===== config.mk =====
export PLATFORM = sky130hd
export DESIGN_NAME = dmem_arbiter_flat
export DESIGN_NICKNAME = d
export VERILOG_FILES = /design/src/rtl/dmem_arbiter_if.sv /design/src/rtl/dmem_arbiter.sv /design/src/flat_wrapper.sv
export SDC_FILE = /design/constraint.sdc
export NUM_CORES = 1
export LEC_CHECK = 0
export BUFFER_PORTS_ARGS = -buffer_cell sky130_fd_sc_hd__buf_2
export CORE_AREA = 2 2 117 119
export DETAILED_ROUTE_END_ITERATION = 6
export DIE_AREA = 0 0 119 121
export PLACE_DENSITY = 0.72
export SYNTH_ARGS = -nofsm -noshare
export SYNTH_HDL_FRONTEND = slang
export SYNTH_SLANG_ARGS = --single-unit

===== constraint.sdc =====
create_clock -name clk -period 3.4 [get_ports clk]
set_clock_uncertainty 0.05 [all_clocks]
set_input_delay 0.68 -clock clk [delete_from_list [all_inputs] [get_ports clk]]
set_output_delay 0.68 -clock clk [all_outputs]
set_load 0.005 [all_outputs]

===== src/rtl/dmem_arbiter_if.sv =====
// rtl/dmem_arbiter_if.sv - requester and data-memory signal bundle for dmem_arbiter
//
// Purpose: groups the two requester handshakes and the data-memory strobes so
// the arbiter and its environment connect through one port.
//
// Signals (direction as seen by the arbiter, modport slave):
//   m0_* / m1_*  requester ports (0 = core load/store unit, 1 = debug/DMA)
//     mN_req    in   request valid, held until mN_gnt
//     mN_we     in   1 = write, 0 = read
//     mN_addr   in   byte address
//     mN_wdata  in   write data
//     mN_gnt    out  command accepted this cycle (combinational)
//     mN_rvalid out  one-cycle response pulse
//     mN_rdata  out  read data, valid with mN_rvalid
//     mN_err    out  error flag, valid with mN_rvalid
//   MemRead     out  memory read strobe
//   MemWrite    out  memory write strobe
//   Address     out  memory byte address
//   write_data  out  memory write data
//   Read_Data   in   combinational read data from memory
//
// Modports: slave = arbiter side, master = requester/memory environment side.

interface dmem_arbiter_if;
  logic        m0_req;
  logic        m0_we;
  logic [31:0] m0_addr;
  logic [31:0] m0_wdata;
  logic        m0_gnt;
  logic        m0_rvalid;
  logic [31:0] m0_rdata;
  logic        m0_err;

  logic        m1_req;
  logic        m1_we;
  logic [31:0] m1_addr;
  logic [31:0] m1_wdata;
  logic        m1_gnt;
  logic        m1_rvalid;
  logic [31:0] m1_rdata;
  logic        m1_err;

  logic        MemRead;
  logic        MemWrite;
  logic [31:0] Address;
  logic [31:0] write_data;
  logic [31:0] Read_Data;

  modport slave (
    input  m0_req, m0_we, m0_addr, m0_wdata,
    input  m1_req, m1_we, m1_addr, m1_wdata,
    input  Read_Data,
    output m0_gnt, m0_rvalid, m0_rdata, m0_err,
    output m1_gnt, m1_rvalid, m1_rdata, m1_err,
    output MemRead, MemWrite, Address, write_data
  );

  modport master (
    output m0_req, m0_we, m0_addr, m0_wdata,
    output m1_req, m1_we, m1_addr, m1_wdata,
    output Read_Data,
    input  m0_gnt, m0_rvalid, m0_rdata, m0_err,
    input  m1_gnt, m1_rvalid, m1_rdata, m1_err,
    input  MemRead, MemWrite, Address, write_data
  );
endinterface


===== src/rtl/dmem_arbiter.sv =====
// rtl/dmem_arbiter.sv - two-port round-robin arbiter and access sequencer for the data memory
//
// Purpose: shares the single-ported data memory (DEPTH_WORDS x 32-bit words
// at byte address BASE_ADDR) between the core load/store unit (port 0) and a
// debug/DMA master (port 1). A granted command strobes the memory for exactly
// one cycle and is answered with a registered one-cycle response on the
// winning port: grant in N, strobe in N+1, rvalid in N+2. A grant issued while
// a response is out overlaps it, giving one transaction every two cycles.
//
// Ports:
//   clk    in  system clock, rising edge
//   reset  in  asynchronous active-low reset (0 = reset asserted)
//   bus    dmem_arbiter_if.slave: requester handshakes and memory strobes
//
// Parameters:
//   BASE_ADDR    byte address of data memory word 0
//   DEPTH_WORDS  number of 32-bit words in the data memory
//
// Optional feature macro: DMEM_ARB_RANGE_CHECK_EN
//   defined   - a command whose address is outside the memory window or not
//               word aligned is flagged at grant; it strobes nothing and is
//               answered with err=1, rdata=0 on the usual schedule.
//   undefined - every command goes to memory; m0_err/m1_err stay 0.

module dmem_arbiter #(
  parameter logic [31:0] BASE_ADDR   = 32'd1024,
  parameter int unsigned DEPTH_WORDS = 256
) (
  input  logic          clk,
  input  logic          reset,
  dmem_arbiter_if.slave bus
);

`ifdef DMEM_ARB_RANGE_CHECK_EN
  localparam bit RANGE_CHECK_EN = 1'b1;
`else
  localparam bit RANGE_CHECK_EN = 1'b0;
`endif

  // One past the last valid byte address; 33 bits so a window touching the
  // top of the address space cannot wrap.
  localparam logic [32:0] LIMIT_ADDR = {1'b0, BASE_ADDR} + (33'(DEPTH_WORDS) << 2);

  typedef enum logic [1:0] {
    IDLE   = 2'd0,
    ACCESS = 2'd1,
    RESP   = 2'd2
  } state_t;

  state_t      state_q, state_d;
  logic        last_winner_q, last_winner_d;
  logic        cmd_port_q, cmd_port_d;
  logic        cmd_we_q, cmd_we_d;
  logic        cmd_err_q, cmd_err_d;
  logic [31:0] cmd_addr_q, cmd_addr_d;
  logic [31:0] cmd_wdata_q, cmd_wdata_d;
  logic [31:0] rsp_data_q, rsp_data_d;

  // Arbitration view of the current inputs.
  logic        any_req;
  logic        both_req;
  logic        winner;
  logic        grant;
  logic        win_we;
  logic [31:0] win_addr;
  logic [31:0] win_wdata;
  logic        addr_bad;

  // Strobe/response qualifiers derived from the latched command.
  logic        mem_access;
  logic        resp_out;

  assign any_req  = bus.m0_req | bus.m1_req;
  assign both_req = bus.m0_req & bus.m1_req;

  // On a tie the port not served last wins; otherwise the lone requester
  // wins, which is port 1 exactly when m1_req is the one that is high.
  assign winner = both_req ? ~last_winner_q : bus.m1_req;

  assign win_we    = winner ? bus.m1_we    : bus.m0_we;
  assign win_addr  = winner ? bus.m1_addr  : bus.m0_addr;
  assign win_wdata = winner ? bus.m1_wdata : bus.m0_wdata;

  assign addr_bad = (win_addr < BASE_ADDR)
                 || ({1'b0, win_addr} >= LIMIT_ADDR)
                 || (win_addr[1:0] != 2'b00);

  always_comb begin : fsm_comb
    state_d       = state_q;
    last_winner_d = last_winner_q;
    cmd_port_d    = cmd_port_q;
    cmd_we_d      = cmd_we_q;
    cmd_err_d     = cmd_err_q;
    cmd_addr_d    = cmd_addr_q;
    cmd_wdata_d   = cmd_wdata_q;
    rsp_data_d    = rsp_data_q;

    // Arbitration is open in IDLE and RESP; ACCESS owns the memory. Reset is
    // folded in so no grant is shown while reset is held.
    grant = reset & (state_q != ACCESS) & any_req;

    case (state_q)
      IDLE: begin
        if (grant) begin
          state_d = ACCESS;
        end
      end
      ACCESS: begin
        state_d = RESP;
        // Writes and flagged commands answer with zero data.
        rsp_data_d = (!cmd_we_q && !cmd_err_q) ? bus.Read_Data : 32'd0;
      end
      RESP: begin
        state_d = grant ? ACCESS : IDLE;
      end
      default: begin
        state_d = IDLE;
      end
    endcase

    // A grant in RESP overwrites the command while the previous response is
    // still on the outputs; that response reads only rsp_data_q and the
    // command registers' old values, which change at the end of this cycle.
    if (grant) begin
      last_winner_d = winner;
      cmd_port_d    = winner;
      cmd_we_d      = win_we;
      cmd_addr_d    = win_addr;
      cmd_wdata_d   = win_wdata;
      cmd_err_d     = RANGE_CHECK_EN & addr_bad;
    end

    bus.m0_gnt = grant & ~winner;
    bus.m1_gnt = grant & winner;

    // Strobes exist only in ACCESS, so an asynchronous reset (which forces
    // IDLE) drops them at once and the aborted command never responds.
    mem_access   = (state_q == ACCESS) & ~cmd_err_q;
    bus.MemRead  = mem_access & ~cmd_we_q;
    bus.MemWrite = mem_access & cmd_we_q;

    bus.Address    = cmd_addr_q;
    bus.write_data = cmd_wdata_q;

    resp_out      = (state_q == RESP);
    bus.m0_rvalid = resp_out & ~cmd_port_q;
    bus.m1_rvalid = resp_out & cmd_port_q;
    bus.m0_rdata  = bus.m0_rvalid ? rsp_data_q : 32'd0;
    bus.m1_rdata  = bus.m1_rvalid ? rsp_data_q : 32'd0;
    bus.m0_err    = bus.m0_rvalid & cmd_err_q;
    bus.m1_err    = bus.m1_rvalid & cmd_err_q;
  end

  always_ff @(posedge clk or negedge reset) begin : fsm_seq
    if (!reset) begin
      state_q       <= IDLE;
      // Port 1 counts as served last so port 0 wins the first tie.
      last_winner_q <= 1'b1;
      cmd_port_q    <= 1'b0;
      cmd_we_q      <= 1'b0;
      cmd_err_q     <= 1'b0;
      cmd_addr_q    <= 32'd0;
      cmd_wdata_q   <= 32'd0;
      rsp_data_q    <= 32'd0;
    end else begin
      state_q       <= state_d;
      last_winner_q <= last_winner_d;
      cmd_port_q    <= cmd_port_d;
      cmd_we_q      <= cmd_we_d;
      cmd_err_q     <= cmd_err_d;
      cmd_addr_q    <= cmd_addr_d;
      cmd_wdata_q   <= cmd_wdata_d;
      rsp_data_q    <= rsp_data_d;
    end
  end

endmodule


===== src/flat_wrapper.sv =====
// flat-port wrapper written by rule: the top's interface ports become plain ports
module dmem_arbiter_flat 
#(
  parameter logic [31:0] BASE_ADDR   = 32'd1024,
  parameter int unsigned DEPTH_WORDS = 256
)
  (clk, reset, bus_m0_req, bus_m0_we, bus_m0_addr, bus_m0_wdata, bus_m1_req, bus_m1_we, bus_m1_addr, bus_m1_wdata, bus_Read_Data, bus_m0_gnt, bus_m0_rvalid, bus_m0_rdata, bus_m0_err, bus_m1_gnt, bus_m1_rvalid, bus_m1_rdata, bus_m1_err, bus_MemRead, bus_MemWrite, bus_Address, bus_write_data);
  dmem_arbiter_if bus_i ();
  input  logic clk;
  input  logic reset;
  input wire logic [$bits(bus_i.m0_req)-1:0] bus_m0_req;
  input wire logic [$bits(bus_i.m0_we)-1:0] bus_m0_we;
  input wire logic [$bits(bus_i.m0_addr)-1:0] bus_m0_addr;
  input wire logic [$bits(bus_i.m0_wdata)-1:0] bus_m0_wdata;
  input wire logic [$bits(bus_i.m1_req)-1:0] bus_m1_req;
  input wire logic [$bits(bus_i.m1_we)-1:0] bus_m1_we;
  input wire logic [$bits(bus_i.m1_addr)-1:0] bus_m1_addr;
  input wire logic [$bits(bus_i.m1_wdata)-1:0] bus_m1_wdata;
  input wire logic [$bits(bus_i.Read_Data)-1:0] bus_Read_Data;
  output wire logic [$bits(bus_i.m0_gnt)-1:0] bus_m0_gnt;
  output wire logic [$bits(bus_i.m0_rvalid)-1:0] bus_m0_rvalid;
  output wire logic [$bits(bus_i.m0_rdata)-1:0] bus_m0_rdata;
  output wire logic [$bits(bus_i.m0_err)-1:0] bus_m0_err;
  output wire logic [$bits(bus_i.m1_gnt)-1:0] bus_m1_gnt;
  output wire logic [$bits(bus_i.m1_rvalid)-1:0] bus_m1_rvalid;
  output wire logic [$bits(bus_i.m1_rdata)-1:0] bus_m1_rdata;
  output wire logic [$bits(bus_i.m1_err)-1:0] bus_m1_err;
  output wire logic [$bits(bus_i.MemRead)-1:0] bus_MemRead;
  output wire logic [$bits(bus_i.MemWrite)-1:0] bus_MemWrite;
  output wire logic [$bits(bus_i.Address)-1:0] bus_Address;
  output wire logic [$bits(bus_i.write_data)-1:0] bus_write_data;
  assign bus_i.m0_req = bus_m0_req;
  assign bus_i.m0_we = bus_m0_we;
  assign bus_i.m0_addr = bus_m0_addr;
  assign bus_i.m0_wdata = bus_m0_wdata;
  assign bus_i.m1_req = bus_m1_req;
  assign bus_i.m1_we = bus_m1_we;
  assign bus_i.m1_addr = bus_m1_addr;
  assign bus_i.m1_wdata = bus_m1_wdata;
  assign bus_i.Read_Data = bus_Read_Data;
  assign bus_m0_gnt = bus_i.m0_gnt;
  assign bus_m0_rvalid = bus_i.m0_rvalid;
  assign bus_m0_rdata = bus_i.m0_rdata;
  assign bus_m0_err = bus_i.m0_err;
  assign bus_m1_gnt = bus_i.m1_gnt;
  assign bus_m1_rvalid = bus_i.m1_rvalid;
  assign bus_m1_rdata = bus_i.m1_rdata;
  assign bus_m1_err = bus_i.m1_err;
  assign bus_MemRead = bus_i.MemRead;
  assign bus_MemWrite = bus_i.MemWrite;
  assign bus_Address = bus_i.Address;
  assign bus_write_data = bus_i.write_data;
  dmem_arbiter #(.BASE_ADDR(BASE_ADDR), .DEPTH_WORDS(DEPTH_WORDS)) u_core (.clk(clk), .reset(reset), .bus(bus_i));
endmodule

# == Word-level counts from Yosys, hierarchy flattened ==
# Cells that the tools add are included.
# totals
reg_bits,101
output_inout_bits,136
# classes
n_eq_ne,4
n_mux,10
bitwise_logic,14
reduce_logical,1
# op_table
operator,count
two-way mux 32 bit,5
AND 1 bit,9
one-hot mux 2 bit (3 select lines),1
inequality test 2 x 1 -> 1 bit (second input constant),2
inverter 1 bit,4
two-way mux 1 bit,3
equality test 2 x 1 -> 1 bit (second input constant),1
equality test 2 bit (second input constant),1
zero test 2 bit,1
two-way mux 2 bit,1
bitwise OR 1 bit,1

# == Depth between registers and ports, before layout ==
# logic_depth
depth_word,5
depth_mapped,7

# == Worst setup path after synthesis ==
# Ideal clock, no wire load.
# synth_timing
kind,input to output
from,input port reset
to,output port bus_m1_gnt
t_arrival_ns,1.309
setup_slack_ns,1.361
stages,3
n_path_buf,2
cell_sequence,buf_2 -> and4_4 -> clkbuf_1
# synth_between
elab_chain_cells,3
# synth_rtl
element,line,text
"start, declared",flat_wrapper.sv:10,input logic reset;
AND 1 bit (2 in series),dmem_arbiter.sv:100,grant = reset & (state_q != ACCESS) & any_req;
AND 1 bit,dmem_arbiter.sv:134,bus.m1_gnt = grant & winner;
"end, declared",flat_wrapper.sv:24,output wire logic [$bits(bus_i.m1_gnt)-1:0] bus_m1_gnt;
# Every way passes these cells.

# == Worst setup path after layout ==
# layout_timing
from,register u_core.state_q[0]
to,output port bus_m1_rdata[6]
# layout_between
elab_chain_cells,3
# layout_rtl
element,line,text
"start, declared",dmem_arbiter.sv:50,"state_t state_q, state_d;"
"start signal, assigned",dmem_arbiter.sv:166,state_q <= state_d;
equality test 2 bit,dmem_arbiter.sv:145,resp_out = (state_q == RESP);
AND 1 bit,dmem_arbiter.sv:147,bus.m1_rvalid = resp_out & cmd_port_q;
two-way mux 32 bit,dmem_arbiter.sv:149,bus.m1_rdata = bus.m1_rvalid ? rsp_data_q : 32'd0;
"end, declared",flat_wrapper.sv:26,output wire logic [$bits(bus_i.m1_rdata)-1:0] bus_m1_rdata;
# Every way passes these cells.

==> qor.yml <==
setup_path:
  endpoint_kind: "output port"
  start_kind: "register"
  crit_arrival_ns: 1.89
  critPathKind: "reg2out"
  cp_max_fo: 33
  crit_required_ns: 2.67
global_route:
  antenna_found_initial: 1
  grt_max_degree: 170
  grt-ovfl-total: 0
  grt_pass1_wl_um: 23700
  grt.total_usage: 0.205
  grt_pass1_vias: 4590
layout:
  syn_to_final_growth_pct: 36.5
  drive_above_1_share: 0.411
  nNetsFinal: 960
  diodes: 0
  multi_input_area_mm2: 0.00198
  regArea_mm2: 0.00253
  nFillCells: 1239
job:
  drv_cap: 0
floorplan:
  die_w_um: 119
  rows: 42
  io_pins: 302
  start_util: 0.385
  coreArea_mm2: 0.0131
  dieHeight_um: 121
  die-area_mm2: 0.0144
yosys:
  synth_top_area_frac: 0.497
  synth.avg_cell_area_um2: 9.53
  synth_mux_area_frac: 0
  synth.distinct_cells: 22
  synth_edf_count: 0
  ys_ff_latch: 101
  synthSimpleGateAreaFrac: 0.141
  syn_area_mm2: 0.00504
  yosysMostFrequentCell: "dfrtp_1"
  synth_common_cells: "100 x dfrtp_1, 67 x a31oi_1, 66 x inv_1"
  synth.area.top_cells: "dfrtp_1 50%, a221o_1 13%, a31oi_1 8.3%"
  synth-seq-area-share: 0.502
  synth_compound_area_frac: 0.248
  synthCells: 529
  synth_fa_ha_area_frac: 0
  synth-xor-area-share: 0
  async_flop_share: 1.00
  ys_warn_count: 0
  synth_top_family_by_area: "compound AO/OA/AOI/OAI gates"
  yosysTopAreaCell: "dfrtp_1"
  ys.flop_type: "dfrtp_1"
sta:
  slew_headroom: 0.445
  tns_ns: 0
  tightest_slew_ns: 0.832
  drv_slew: 0
  period_minus_slack_ns: 2.62
  final_hold_viol_count: 0
  fmaxAchievable_mhz: 381
  hold_slack_ns: 0.383
  setup_violations: 0
  rsz0062_at_grt: "false"
  min_period_over_period: 0.771
routing:
  viasPerCell: 4.98
  met1_length_um: 6460
  drt-pass1-iter-count: 4
  drc: 0
  drtIter0Drc: 354
  met2_length_um: 7080
  routed.top_layer: "met5"
  met3_wirelength_um: 1050
  drt-total-wl_um: 14900
  avgRoutedWirePerCell_um: 15.2
  dr_total_vias: 4856
  drtAntennaViolNets: 0
clock_network:
  path_clk_slew_ns: 0.07
  clkLatencyLatePin_ns: 0.34
  cts_tree: "done"
  numCtsBuffers: 9
  cts_resized: 0
  cts_max_level: 3
  ctsHoldBuffers: 0
  post_cts_buffers: 0
  clockRootBuffer: "clkbuf_16"
  cts_sinks: 101
  cts_buffer_depth: 2
worst_hold_path:
  min_path_type: "in2async"
placement:
  dpl.hpwl_um: 10300
  port_buffers: 299
  gp_congestion: 0.790
status:
  status: "finished, final reports clean"
power:
  p_per_area_mw_per_mm2: 520
  max-vdd-ir-drop_mv: 0.238
  p_leak_nw: 3.80
==> per-stage QoR <==
step | utilization | area, um^2 | power [mW] | setup WS, ns | instances
final | 0.526 | 6880 | 3.58 | 0.778 | 975
after global routing | 0.526 | 6880 | 3.82 | 0.545 | 975
after CTS | 0.526 | 6880 | 3.62 | 0.730 | 975
after detailed placement | 0.502 | 6570 | 2.53 | 1.10 | 959
after global placement | 0.502 | 6570 | 2.51 | 1.12 | 959
after floorplan | - | 5040 | 2.10 | 1.36 | 530
==> routing by layer <==
metal / vias to the layer above / track usage
li1: 2383 / -
met1: 2225 / 0.275
met2: 224 / 0.332
met3: 22 / 0.0437
met4: 2 / 0.0692
met5: - / 0
==> kinds of logic (layout without fill, tap and decap cells) <==
group                  Yosys count  after routing
AO/OA/AOI/OAI                  165            165
AND/OR/NAND/NOR                139            139
buffers and inverters          123            392
flip-flops                     101            101
other                            1              2
==> sequential cells by signal (all words and copies together) (netlist names) <==
signal                 cells
u_core.last_winner_q       1
u_core.cmd_port_q          1
u_core.bus.write_data     32
u_core.rsp_data_q         32
u_core.state_q             2
u_core.cmd_we_q            1
u_core.bus.Address        32
==> power by group <==
| part | internal [mW] | total, mW | switching, mW | leakage (nW) |
|---|---|---|---|---|
| combinational | 0.441 | 0.894 | 0.453 | 2.39 |
| clock | 0.645 | 1.08 | 0.435 | 0.147 |
| sequential | 1.45 | 1.60 | 0.151 | 1.26 |
==> critical path, cell delays in order (launching register included) <==
cell     delay [ns]
dfrtp_1        0.43
and3b_1        0.78
and2_1         0.23
buf_2          0.11
==> area by class of cell <==
cell class / count / share of cell area
flip-flops and latches: 101 / 0.368
multi-input cells: 306 / 0.288
repair buffers: 309 / 0.231
inverters: 67 / 0.0366
clock buffers: 12 / 0.0344
well taps: 176 / 0.0320
clock inverters: 4 / 0.0106
==> layout by cell type (no fill, tap or decap), types with 3 or more instances in the layout <==
cell type	instances
inv_1	66
clkbuf_16	9
and2_1	64
clkbuf_1	3
buf_4	9
buf_2	298
dfrtp_1	100
nor2_1	4
a31oi_1	67
o21ai_0	32
a221o_1	65
nand2_1	65
==> final timing paths <==
check,start,end,slack (ns),depth (start not counted)
max,u_core.state_q[0]$_DFFE_PN0P_,bus_m1_rdata[6],0.78,3
min,reset,u_core.bus.write_data[10]$_DFFE_PN0P_,0.38,2
max reg2reg,u_core.state_q[0]$_DFFE_PN0P_,u_core.bus.Address[13]$_DFFE_PN0P_,1.30,4
min reg2reg,u_core.rsp_data_q[29]$_DFFE_PN0N_,u_core.rsp_data_q[29]$_DFFE_PN0N_,0.44,2
max in group asynchronous,reset,u_core.bus.write_data[16]$_DFFE_PN0P_,2.24,2
min in group clk,u_core.rsp_data_q[29]$_DFFE_PN0N_,u_core.rsp_data_q[29]$_DFFE_PN0N_,0.44,2
No activity file was read; power rests on OpenSTA's default activity.
